## config.mk

```make
export PLATFORM = sky130hd
export DESIGN_NAME = stepper_monitor
export DESIGN_NICKNAME = d
export VERILOG_FILES = /design/src/rtl/stepper_pkg.sv /design/src/rtl/pin_filter.sv /design/src/rtl/stepper_monitor.sv
export SDC_FILE = /design/constraint.sdc
export NUM_CORES = 1
export LEC_CHECK = 0
export BUFFER_PORTS_ARGS = -buffer_cell sky130_fd_sc_hd__buf_2
export CAP_MARGIN = 25
export CORE_UTILIZATION = 50
export CTS_CLUSTER_SIZE = 16
export DETAILED_ROUTE_END_ITERATION = 7
export GPL_TIMING_DRIVEN = 1
export HOLD_SLACK_MARGIN = 0.1
export PLACE_DENSITY_LB_ADDON = 0.12
export SLEW_MARGIN = 0
export SYNTH_ARGS = -nofsm -noshare
export SYNTH_HDL_FRONTEND = slang
export SYNTH_SLANG_ARGS = --single-unit
```

## constraint.sdc

```tcl
create_clock -name CLK100MHZ -period 10.1 [get_ports CLK100MHZ]
set_input_delay 0.505 -clock CLK100MHZ [delete_from_list [all_inputs] [get_ports CLK100MHZ]]
set_output_delay 0.505 -clock CLK100MHZ [all_outputs]
set_load 0.05 [all_outputs]
```

## src/rtl/stepper_pkg.sv

```systemverilog
// ============================================================================
// Module      : stepper_pkg
// Description : Shared constants and helpers for the stepper pin monitor.
// Revision    : 1.0 - initial release
// ============================================================================
`default_nettype none
`timescale 1ns/1ps

package stepper_pkg;

    typedef logic [1:0] phase_idx_t;

    localparam phase_idx_t IDX_00 = 2'd0;
    localparam phase_idx_t IDX_10 = 2'd1;
    localparam phase_idx_t IDX_11 = 2'd2;
    localparam phase_idx_t IDX_01 = 2'd3;

    // JA bit positions, identical to the driver's pin map
    localparam int JA_W    = 6;
    localparam int JA_EN_A = 5;
    localparam int JA_EN_B = 4;
    localparam int JA_IN1  = 3;
    localparam int JA_IN2  = 2;
    localparam int JA_IN3  = 1;
    localparam int JA_IN4  = 0;

    localparam int ST_ERR_CMP = 31;
    localparam int ST_ERR_SEQ = 30;
    localparam int ST_DIR     = 29;
    localparam int ST_MOVING  = 28;

    typedef enum logic [1:0] {
        STEP_NONE = 2'd0,
        STEP_FWD  = 2'd1,
        STEP_BWD  = 2'd2,
        STEP_JUMP = 2'd3
    } step_kind_t;

    function automatic phase_idx_t phase_idx(input logic a, input logic b);
        phase_idx_t idx;
        case ({a, b})
            2'b00:   idx = IDX_00;
            2'b10:   idx = IDX_10;
            2'b11:   idx = IDX_11;
            default: idx = IDX_01;
        endcase
        return idx;
    endfunction

endpackage

`default_nettype wire

```

## src/rtl/pin_filter.sv

```systemverilog
// ============================================================================
// Module      : pin_filter
// Description : Two-flop synchronizer plus stability filter; pulses accept_o
//               once each time a new pattern has held FILTER_CYCLES samples.
// Revision    : 1.0 - initial release
// ============================================================================
`default_nettype none
`timescale 1ns/1ps

module pin_filter #(
    parameter int WIDTH         = 6,
    parameter int FILTER_CYCLES = 4
) (
    input  logic             clk_i,
    input  logic             rst_ni,
    input  logic [WIDTH-1:0] pins_i,
    output logic [WIDTH-1:0] pins_o,
    output logic             accept_o
);

    logic [WIDTH-1:0] sync1_q, sync2_q;
    logic [WIDTH-1:0] cand_q, cand_d;
    logic [WIDTH-1:0] f_q, f_d;
    logic [7:0]       cnt_q, cnt_d;
    logic             acc_q, acc_d;

    // The counter parks at FILTER_CYCLES so a held pattern is accepted once.
    always_comb begin
        cand_d = sync2_q;
        cnt_d  = cnt_q;
        if (sync2_q != cand_q) begin
            cnt_d = 8'd0;
        end else if (cnt_q < 8'(FILTER_CYCLES)) begin
            cnt_d = cnt_q + 8'd1;
        end
        acc_d = (cnt_d == 8'(FILTER_CYCLES - 1));
        f_d   = acc_d ? sync2_q : f_q;
    end

    always_ff @(posedge clk_i or negedge rst_ni) begin
        if (!rst_ni) begin
            sync1_q <= '0;
            sync2_q <= '0;
            cand_q  <= '0;
            cnt_q   <= 8'd0;
            f_q     <= '0;
            acc_q   <= 1'b0;
        end else begin
            sync1_q <= pins_i;
            sync2_q <= sync1_q;
            cand_q  <= cand_d;
            cnt_q   <= cnt_d;
            f_q     <= f_d;
            acc_q   <= acc_d;
        end
    end

    assign pins_o   = f_q;
    assign accept_o = acc_q;

endmodule

`default_nettype wire

```

## src/rtl/stepper_monitor.sv

```systemverilog
// ============================================================================
// Module      : stepper_monitor
// Description : Decodes filtered stepper pins into position, direction,
//               step period and sticky protocol error flags.
// Revision    : 1.0 - initial release
// ============================================================================
`default_nettype none
`timescale 1ns/1ps

module stepper_monitor
    import stepper_pkg::*;
#(
    parameter int FILTER_CYCLES = 4,
    parameter int POS_W         = 21,
    parameter int PER_W         = 22
) (
    input  logic             CLK100MHZ,
    input  logic             CPU_RESETN,
    input  logic [5:0]       JA_in,
    input  logic             pos_load,
    input  logic [POS_W-1:0] pos_load_val,
    input  logic             err_clr,
    output logic [POS_W-1:0] position,
    output logic             step_pulse,
    output logic             dir,
    output logic             moving,
    output logic [PER_W-1:0] period,
    output logic             err_seq,
    output logic             err_cmp,
    output logic [31:0]      status
);

    logic [JA_W-1:0] f_w;
    logic            acc_w;

    pin_filter #(
        .WIDTH         (JA_W),
        .FILTER_CYCLES (FILTER_CYCLES)
    ) u_pin_filter (
        .clk_i    (CLK100MHZ),
        .rst_ni   (CPU_RESETN),
        .pins_i   (JA_in),
        .pins_o   (f_w),
        .accept_o (acc_w)
    );

    logic             en_w, rise_w, cmp_w;
    phase_idx_t       idx_w, delta_w;
    step_kind_t       kind_w;

    logic [POS_W-1:0] pos_q, pos_d;
    logic [PER_W-1:0] period_q, period_d;
    logic [PER_W-1:0] per_cnt_q, per_cnt_d;
    phase_idx_t       ref_q, ref_d;
    logic             step_q, step_d;
    logic             dir_q, dir_d;
    logic             moving_q, moving_d;
    logic             eseq_q, eseq_d;
    logic             ecmp_q, ecmp_d;

    always_comb begin
        en_w    = f_w[JA_EN_A] & f_w[JA_EN_B];
        idx_w   = phase_idx(f_w[JA_IN1], f_w[JA_IN3]);
        delta_w = idx_w - ref_q;
        rise_w  = acc_w & en_w & ~moving_q;
        kind_w  = STEP_NONE;
        if (acc_w && en_w && moving_q) begin
            case (delta_w)
                2'd1:    kind_w = STEP_FWD;
                2'd3:    kind_w = STEP_BWD;
                2'd2:    kind_w = STEP_JUMP;
                default: kind_w = STEP_NONE;
            endcase
        end
        cmp_w = acc_w & ((f_w[JA_EN_A] ^ f_w[JA_EN_B]) |
                         (en_w & ((f_w[JA_IN1] ~^ f_w[JA_IN2]) |
                                  (f_w[JA_IN3] ~^ f_w[JA_IN4]))));
    end

    // ref_idx tracks every accepted index: a step, a jump, an enable edge and
    // a disabled pin change all leave it equal to the new index.
    always_comb begin
        ref_d     = acc_w ? idx_w : ref_q;
        moving_d  = acc_w ? en_w : moving_q;
        step_d    = (kind_w == STEP_FWD) || (kind_w == STEP_BWD);
        dir_d     = dir_q;
        pos_d     = pos_q;
        period_d  = period_q;
        per_cnt_d = per_cnt_q;

        if (kind_w == STEP_FWD) begin
            dir_d = 1'b1;
            pos_d = pos_q + POS_W'(1);
        end else if (kind_w == STEP_BWD) begin
            dir_d = 1'b0;
            pos_d = pos_q - POS_W'(1);
        end
        if (pos_load) begin
            pos_d = pos_load_val;
        end

        if (rise_w || step_d) begin
            per_cnt_d = '0;
        end else if (moving_q && (per_cnt_q != '1)) begin
            per_cnt_d = per_cnt_q + PER_W'(1);
        end
        if (step_d) begin
            period_d = (per_cnt_q == '1) ? per_cnt_q : per_cnt_q + PER_W'(1);
        end

        eseq_d = (kind_w == STEP_JUMP) | (eseq_q & ~err_clr);
        ecmp_d = cmp_w | (ecmp_q & ~err_clr);
    end

    always_ff @(posedge CLK100MHZ or negedge CPU_RESETN) begin
        if (!CPU_RESETN) begin
            pos_q     <= '0;
            period_q  <= '0;
            per_cnt_q <= '0;
            ref_q     <= IDX_00;
            step_q    <= 1'b0;
            dir_q     <= 1'b1;
            moving_q  <= 1'b0;
            eseq_q    <= 1'b0;
            ecmp_q    <= 1'b0;
        end else begin
            pos_q     <= pos_d;
            period_q  <= period_d;
            per_cnt_q <= per_cnt_d;
            ref_q     <= ref_d;
            step_q    <= step_d;
            dir_q     <= dir_d;
            moving_q  <= moving_d;
            eseq_q    <= eseq_d;
            ecmp_q    <= ecmp_d;
        end
    end

    always_comb begin
        status                 = '0;
        status[ST_ERR_CMP]     = ecmp_q;
        status[ST_ERR_SEQ]     = eseq_q;
        status[ST_DIR]         = dir_q;
        status[ST_MOVING]      = moving_q;
        status[POS_W-1:0]      = pos_q;
    end

    assign position   = pos_q;
    assign step_pulse = step_q;
    assign dir        = dir_q;
    assign moving     = moving_q;
    assign period     = period_q;
    assign err_seq    = eseq_q;
    assign err_cmp    = ecmp_q;

endmodule

`default_nettype wire

```

=== Word-level counts from Yosys, hierarchy flattened ===
Cells that the tools add are included.

* Register bits after elaboration: 105
* Input port bits: 31
* Output and inout port bits: 80

* Add/sub/neg operators: 5
* Magnitude comparators: 1
* Equality and inequality tests: 12
* Multiplexer cells: 13
* Bitwise operators: 16
* Reductions and logical operators: 9

{| class="wikitable"
|+ Operator list
! cell !! number
|-
| $mux W22 || 3
|-
| $mux W21 || 3
|-
| $add A22 B1 Y22 const B || 1
|-
| $eq A22 B22 Y1 const B || 1
|-
| $ne A22 B22 Y1 const B || 1
|-
| $add A21 B1 Y21 const B || 1
|-
| $sub A21 B1 Y21 const B || 1
|-
| $mux W8 || 2
|-
| $eq A2 B2 Y1 const B || 6
|-
| $pmux W2 S3 || 2
|-
| $add A8 B1 Y8 const B || 1
|-
| $eq A8 B2 Y1 const B || 1
|-
| $lt A8 B3 Y1 const B || 1
|-
| $and A1 B1 Y1 || 7
|-
| $ne A6 B6 Y1 || 1
|-
| $eq A2 B1 Y1 const B || 2
|-
| $or A1 B1 Y1 || 4
|-
| $reduce_bool A2 Y1 || 2
|-
| $logic_and A1 B1 Y1 || 3
|-
| $reduce_bool A3 Y1 || 1
|-
| $logic_not A2 Y1 || 1
|-
| $logic_or A1 B1 Y1 || 2
|-
| $mux W1 || 2
|-
| $mux W2 || 1
|-
| 4 further kinds || 6
|}

=== Depth between registers and ports, before layout ===
* Depth in word-level cells: 10
* Depth in mapped cells: 19
* Gate-level depth less buffers: 19

=== Cells and area by module ===
From an unflattened synthesis, not the netlist that was laid out.

* Cells, all modules: 618
* Area, all modules: 6004.5 µm²

{| class="wikitable"
|+ By module, submodules not included
! module !! instances !! cells each !! area an instance (µm²) !! seq. area each (µm²)
|-
| stepper_monitor || 1 || 551 || 4907.2 || 1803.0
|-
| pin_filter || 1 || 67 || 1097.3 || 825.8
|}

=== Worst setup path before layout ===
OpenSTA, ideal clock, no wires.

* Path kind: flip-flop to flip-flop
* Start: reg u_pin_filter.f_q[1], in the netlist u_pin_filter.pins_o[1]
* End: reg pos_q[18], in the netlist position[18]
* Setup time: 126 ps
* Arrival time: 4410 ps
* Slack: 5564 ps
* Cell stages (with the launch flop): 18
* Buffers on the path: 0
* Path through: dfrtp_1 -> ha_1 -> ha_1 -> xnor2_1 -> xor2_1 -> inv_1 -> ha_1 -> or3_1 -> ha_1 -> inv_1 -> ha_1 -> a21o_1 -> a221o_1 -> a21oi_2 -> a31oi_1 -> a211oi_2 -> xnor2_1 -> a221o_1

* Longest elaborated chain between the ends: 9

{| class="wikitable"
|+ RTL lines
! item !! RTL line !! RTL
|-
| from (decl) || pin_filter.sv:23 || <nowiki>logic [WIDTH-1:0] f_q, f_d;</nowiki>
|-
| from (signal assigned) || pin_filter.sv:46 || <nowiki>f_q <= '0;</nowiki>
|-
| from (signal assigned) || pin_filter.sv:53 || <nowiki>f_q <= f_d;</nowiki>
|-
| $eq A2 B2 Y1 or $logic_not A2 Y1 (tied branches) || stepper_pkg.sv:41 || <nowiki>case ({a, b})</nowiki>
|-
| $pmux W2 S3 * || stepper_pkg.sv:41 ||
|-
| $sub A2 B2 Y2 * || stepper_monitor.sv:64 || <nowiki>delta_w = idx_w - ref_q;</nowiki>
|-
| $eq A2 B2 Y1 or $eq A2 B1 Y1 (tied branches) || stepper_monitor.sv:68 || <nowiki>case (delta_w)</nowiki>
|-
| $pmux W2 S3 * || stepper_monitor.sv:68 ||
|-
| $mux W2 * || stepper_monitor.sv:67 || <nowiki>if (acc_w && en_w && moving_q) begin</nowiki>
|-
| $eq A2 B1 Y1 || stepper_monitor.sv:91 || <nowiki>if (kind_w == STEP_FWD) begin</nowiki>
|-
| $mux W21 || stepper_monitor.sv:91 ||
|-
| $mux W21 || stepper_monitor.sv:98 || <nowiki>if (pos_load) begin</nowiki>
|-
| to (signal assigned) || stepper_monitor.sv:127 || <nowiki>pos_q <= pos_d;</nowiki>
|-
| to (decl) || stepper_monitor.sv:51 || <nowiki>logic [POS_W-1:0] pos_q, pos_d;</nowiki>
|}

Every way passes the cells marked *; elsewhere a longest branch is shown, timed or not.
A chain may end at the register's enable or synchronous reset.

=== Worst setup path after layout ===
* Start: reg u_pin_filter.f_q[1], in the netlist u_pin_filter.pins_o[1]
* End: reg pos_q[19], in the netlist position[19]

Same word-level chain as after synthesis.

==> results.txt <==
The run finished with clean final reports. In this run the static leakage power is between 3 and 4 nW. Buffers added to address setup during post-CTS repair amount to 0. The number of rows in the core area is 39. The transition time at the pin with the least slew margin came out at roughly 0.96 ns. The die height is approximately 110 µm. The headroom to the max-slew limit is a little over a third.

The largest fanout on the critical path came out at 23. In this run the number of H-tree levels came out at 3. Of all cell types, the one taking the most synthesized area is sky130_fd_sc_hd__dfrtp_1. The violation count after the first detailed-routing iteration came out at about 280. The count of max-cap constraint violations came out at 0. The initial utilization of the core area, before any placement, comes to about half. The die covers between 10000 and 15000 µm². The detailed-router iteration count before antenna repair came out at 4. The clock insertion delay at the later pin of the skew report is between 0.3 and 0.4 ns.

The minimum period implied by the final worst setup slack is ~5.2 ns. The initial antenna violation count is 0. Grouping stages by cell kind, the critical path spends the most delay in compound AO/OA/AOI/OAI gates. The number of nets still failing antenna checks after routing came out at 0. At the worst endpoint, the required time is just over 10 ns. Dividing the detail-routed wire length by the instance count gives 14.55 µm. The clock tree skew after final layout is 0.006143 ns.

Of the available clock period, the critical path in the final layout requires 51.10%. The number of hold violations in the final report is 0. In the synthesized netlist the dominant register cell turns out to be sky130_fd_sc_hd__dfrtp_1. The summed negative setup slack over all endpoints came out at 0 ns.

For this block, the routed nets add up to 12080 µm of wire. Global routing finished with a remaining overflow of 0. The final-report max-slew violation count came out at 0. The worst endpoint data arrival time is ~5.4 ns. Across every metal layer, demand over resource in global routing totals about a fifth. The core region is ~11000 µm². The most numerous cell type found on the critical path is sky130_fd_sc_hd__ha_1. The async set-reset flop share out of synthesis is 100.0%. The type of element capturing the critical path is a flip-flop. After synthesis, the cell types taking the most area are sky130_fd_sc_hd__dfrtp_1 44%, sky130_fd_sc_hd__ha_1 6.6%, sky130_fd_sc_hd__o21ai_0 5.1%, sky130_fd_sc_hd__nand2_1 4.8%, sky130_fd_sc_hd__buf_4 4.6%. The maximum clock frequency is roughly 0.19 GHz. The deepest clock path buffer count is 2.

The top cell type's share of synthesized area came out at 44.23%. For this design, the slowest cell found on the critical path is sky130_fd_sc_hd__inv_1. The synthesis-to-layout area growth is 12.29%. The post-synthesis instance area is between 5000 and 6000 µm². The global placement routability congestion is a little over 0.8. The routed layout has 4507 vias. For this run, the post-layout net count is 745. The post-cts sizing count is 0. The post-synthesis average cell area came out at roughly 9.6 µm². The warning count from the yosys run came out at 0.

The portion of the post-synthesis area used by sequential elements is around 45%. The peak per-stage delay on the critical path came out at approximately 0.56 ns. The half-perimeter wire length of the detailed placement result came out at 8442 µm.

The clock transition at the register clock pins on the worst setup and hold paths after CTS came out at 0.07 ns. Setup violations remaining at the end of the flow were counted as 0. The kind of launch point of the worst setup path is a flip-flop. The mean number of vias per cell is approximately 5.4.

The path type of the worst setup path is reg -> reg. 0 antenna diodes ended up in the layout. The tree is rooted in a sky130_fd_sc_hd__clkbuf_16. The DRC violation count after routing is 0. The count of state elements after synthesis came out at between 100 and 150. The critical path goes through ha_1, ha_1, xnor2_1, xor2_1, inv_1, ha_1, or3_1, ha_1, inv_1, ha_1, a21o_1, a31o_2, a31oi_2, o21ai_1, a31oi_1, o21ai_0, xnor2_1, a221oi_1. The post-layout utilization of the core came out at 57.62%.

The class of the tightest hold or removal check is in -> reg. The number of buffers inserted during clock tree synthesis came out at 9. The maximum number of pins on one net before global-route repair came out at around 80. The I/O pin count came out at 111. Across the VDD grid, the largest voltage drop is around 0.088 mV. Counting flops with a built-in enable in the synthesized netlist gives 0. Together, buffers and inverters on the worst path number 2. The number of port buffers is 103.

The number of hold buffers added after CTS is 1. The via count of the first global-routing pass is about 4300. The width of the chip is between 100 and 150 µm. Setup repair after global routing left no endpoint under its margin.

The first-pass GRT wire length came out at between 20000 and 25000 µm. The clock sink total came out at around 110. The instance count of the mapped netlist came out at 615.

The post-route netlist has 21.98% of its cells at a drive strength greater than 1. The power density relative to cell area is roughly 150 nW/µm². TritonCTS built the clock tree.

The count of unique library cells instantiated by Yosys is 57.
==> area by class of cell <==
cell class	count	area, µm²
flip-flops and latches	105	2629
clock inverters	6	73.82
inverters	16	60.06
clock buffers	10	239.0
well taps	143	178.9
repair buffers	107	570.5
fillers	1022	4860
multi-input cells	443	2856
==> metal layers <==
layer,GRT usage [%],vias up,wire (µm)
li1,-,2252,-
met3,3.019,14,383
met1,28.38,2131,5740
met2,33.17,110,5733
met4,8.267,0,218
met5,0,-,0
==> stage by stage <==
step | hold WS (ns) | instance area (µm²) | std cells | setup slack (ns) | total power, mW
floorplan | 0.2094 | 5907 | 621 | 5.564 | 0.6041
global placement | 0.3328 | 6250 | 811 | 5.123 | 0.6351
detailed placement | 0.3347 | 6250 | 811 | 4.946 | 0.6384
CTS | 0.2390 | 6573 | 828 | 4.931 | 1.010
global route | 0.2376 | 6608 | 830 | 4.557 | 1.041
finish | 0.2499 | 6608 | 830 | 4.939 | 0.9995
==> state kept, by name, summed over array words and instances (netlist names), 2 cells and up <==
name	cells
per_cnt_q	22
u_pin_filter.pins_o	6
period	22
u_pin_filter.cand_q	6
u_pin_filter.cand_d	6
ref_q	2
u_pin_filter.sync1_q	6
position	21
u_pin_filter.cnt_q	8
==> logic make-up (layout without fill, tap and decap cells) <==
kind of cell | count (synthesis) | after routing | share of synthesized area [%]
AOI/OAI and AO/OA | 153 | 153 | 15.56
xor gates and xnor gates | 49 | 49 | 7.293
adders and majority gates | 32 | 32 | 6.932
buffers and inverters | 73 | 139 | 7.166
DFF | 105 | 105 | 44.67
muxes | 21 | 21 | 3.955
other | 1 | 7 | 0.06373
and+or+nand+nor | 181 | 181 | 14.35
==> where the power goes <==
part           internal, mW  switching [mW]
Sequential            0.432          0.0121
Combinational        0.0592           0.128
Clock                 0.202           0.166
Total                 0.694           0.306
==> cell usage after synthesis (3+ instances only) <==
cell / number
sky130_fd_sc_hd__nand4_1: 6
sky130_fd_sc_hd__o21ai_0: 60
sky130_fd_sc_hd__buf_4: 36
sky130_fd_sc_hd__dfrtp_1: 104
sky130_fd_sc_hd__and2_1: 9
sky130_fd_sc_hd__nor2_1: 43
sky130_fd_sc_hd__nand3_1: 9
sky130_fd_sc_hd__buf_2: 5
sky130_fd_sc_hd__mux2_2: 18
sky130_fd_sc_hd__nor3_1: 5
sky130_fd_sc_hd__nand2b_1: 3
sky130_fd_sc_hd__ha_1: 31
sky130_fd_sc_hd__nand2_1: 75
sky130_fd_sc_hd__and4_1: 6
sky130_fd_sc_hd__a221o_1: 3
sky130_fd_sc_hd__o31ai_1: 7
sky130_fd_sc_hd__a21o_1: 9
sky130_fd_sc_hd__o21ai_1: 8
sky130_fd_sc_hd__and3_1: 13
sky130_fd_sc_hd__xnor2_1: 30
sky130_fd_sc_hd__a221oi_1: 3
sky130_fd_sc_hd__xor2_1: 19
sky130_fd_sc_hd__clkbuf_1: 14
sky130_fd_sc_hd__inv_1: 16
sky130_fd_sc_hd__mux2i_1: 3
sky130_fd_sc_hd__a21oi_1: 39
sky130_fd_sc_hd__a22o_1: 4
==> path summary, 6_finish.rpt <==
kind / startpoint / endpoint / slack (ns) / depth (start not counted)
setup / recovery: u_pin_filter.pins_o[1]$_DFFE_PN0P_ / position[19]$_DFFE_PN0P_ / 4.94 / 18
hold / removal: JA_in[2] / u_pin_filter.sync1_q[2]$_DFF_PN0_ / 0.25 / 1
setup reg to reg: u_pin_filter.pins_o[1]$_DFFE_PN0P_ / position[19]$_DFFE_PN0P_ / 4.94 / 18
hold reg to reg: u_pin_filter.sync1_q[3]$_DFF_PN0_ / u_pin_filter.cand_d[3]$_DFF_PN0_ / 0.35 / 0
max in group asynchronous: CPU_RESETN / u_pin_filter.cand_d[0]$_DFF_PN0_ / 8.62 / 4
min in group asynchronous: CPU_RESETN / position[7]$_DFFE_PN0P_ / 0.61 / 2
==> placed cells by master, fill, tap and decap left out, types with 13 or more instances in the layout <==
cell type | synthesis | routed
sky130_fd_sc_hd__and3_1 | 13 | 13
sky130_fd_sc_hd__inv_1 | 16 | 16
sky130_fd_sc_hd__o21ai_0 | 60 | 60
sky130_fd_sc_hd__dfrtp_1 | 104 | 104
sky130_fd_sc_hd__mux2_2 | 18 | 18
sky130_fd_sc_hd__buf_2 | 5 | 102
sky130_fd_sc_hd__ha_1 | 31 | 31
sky130_fd_sc_hd__xnor2_1 | 30 | 30
sky130_fd_sc_hd__nor2_1 | 43 | 43
sky130_fd_sc_hd__nand2_1 | 75 | 75
sky130_fd_sc_hd__a21oi_1 | 39 | 39
sky130_fd_sc_hd__xor2_1 | 19 | 19
Note: power is estimated with default switching activity, not from simulation.
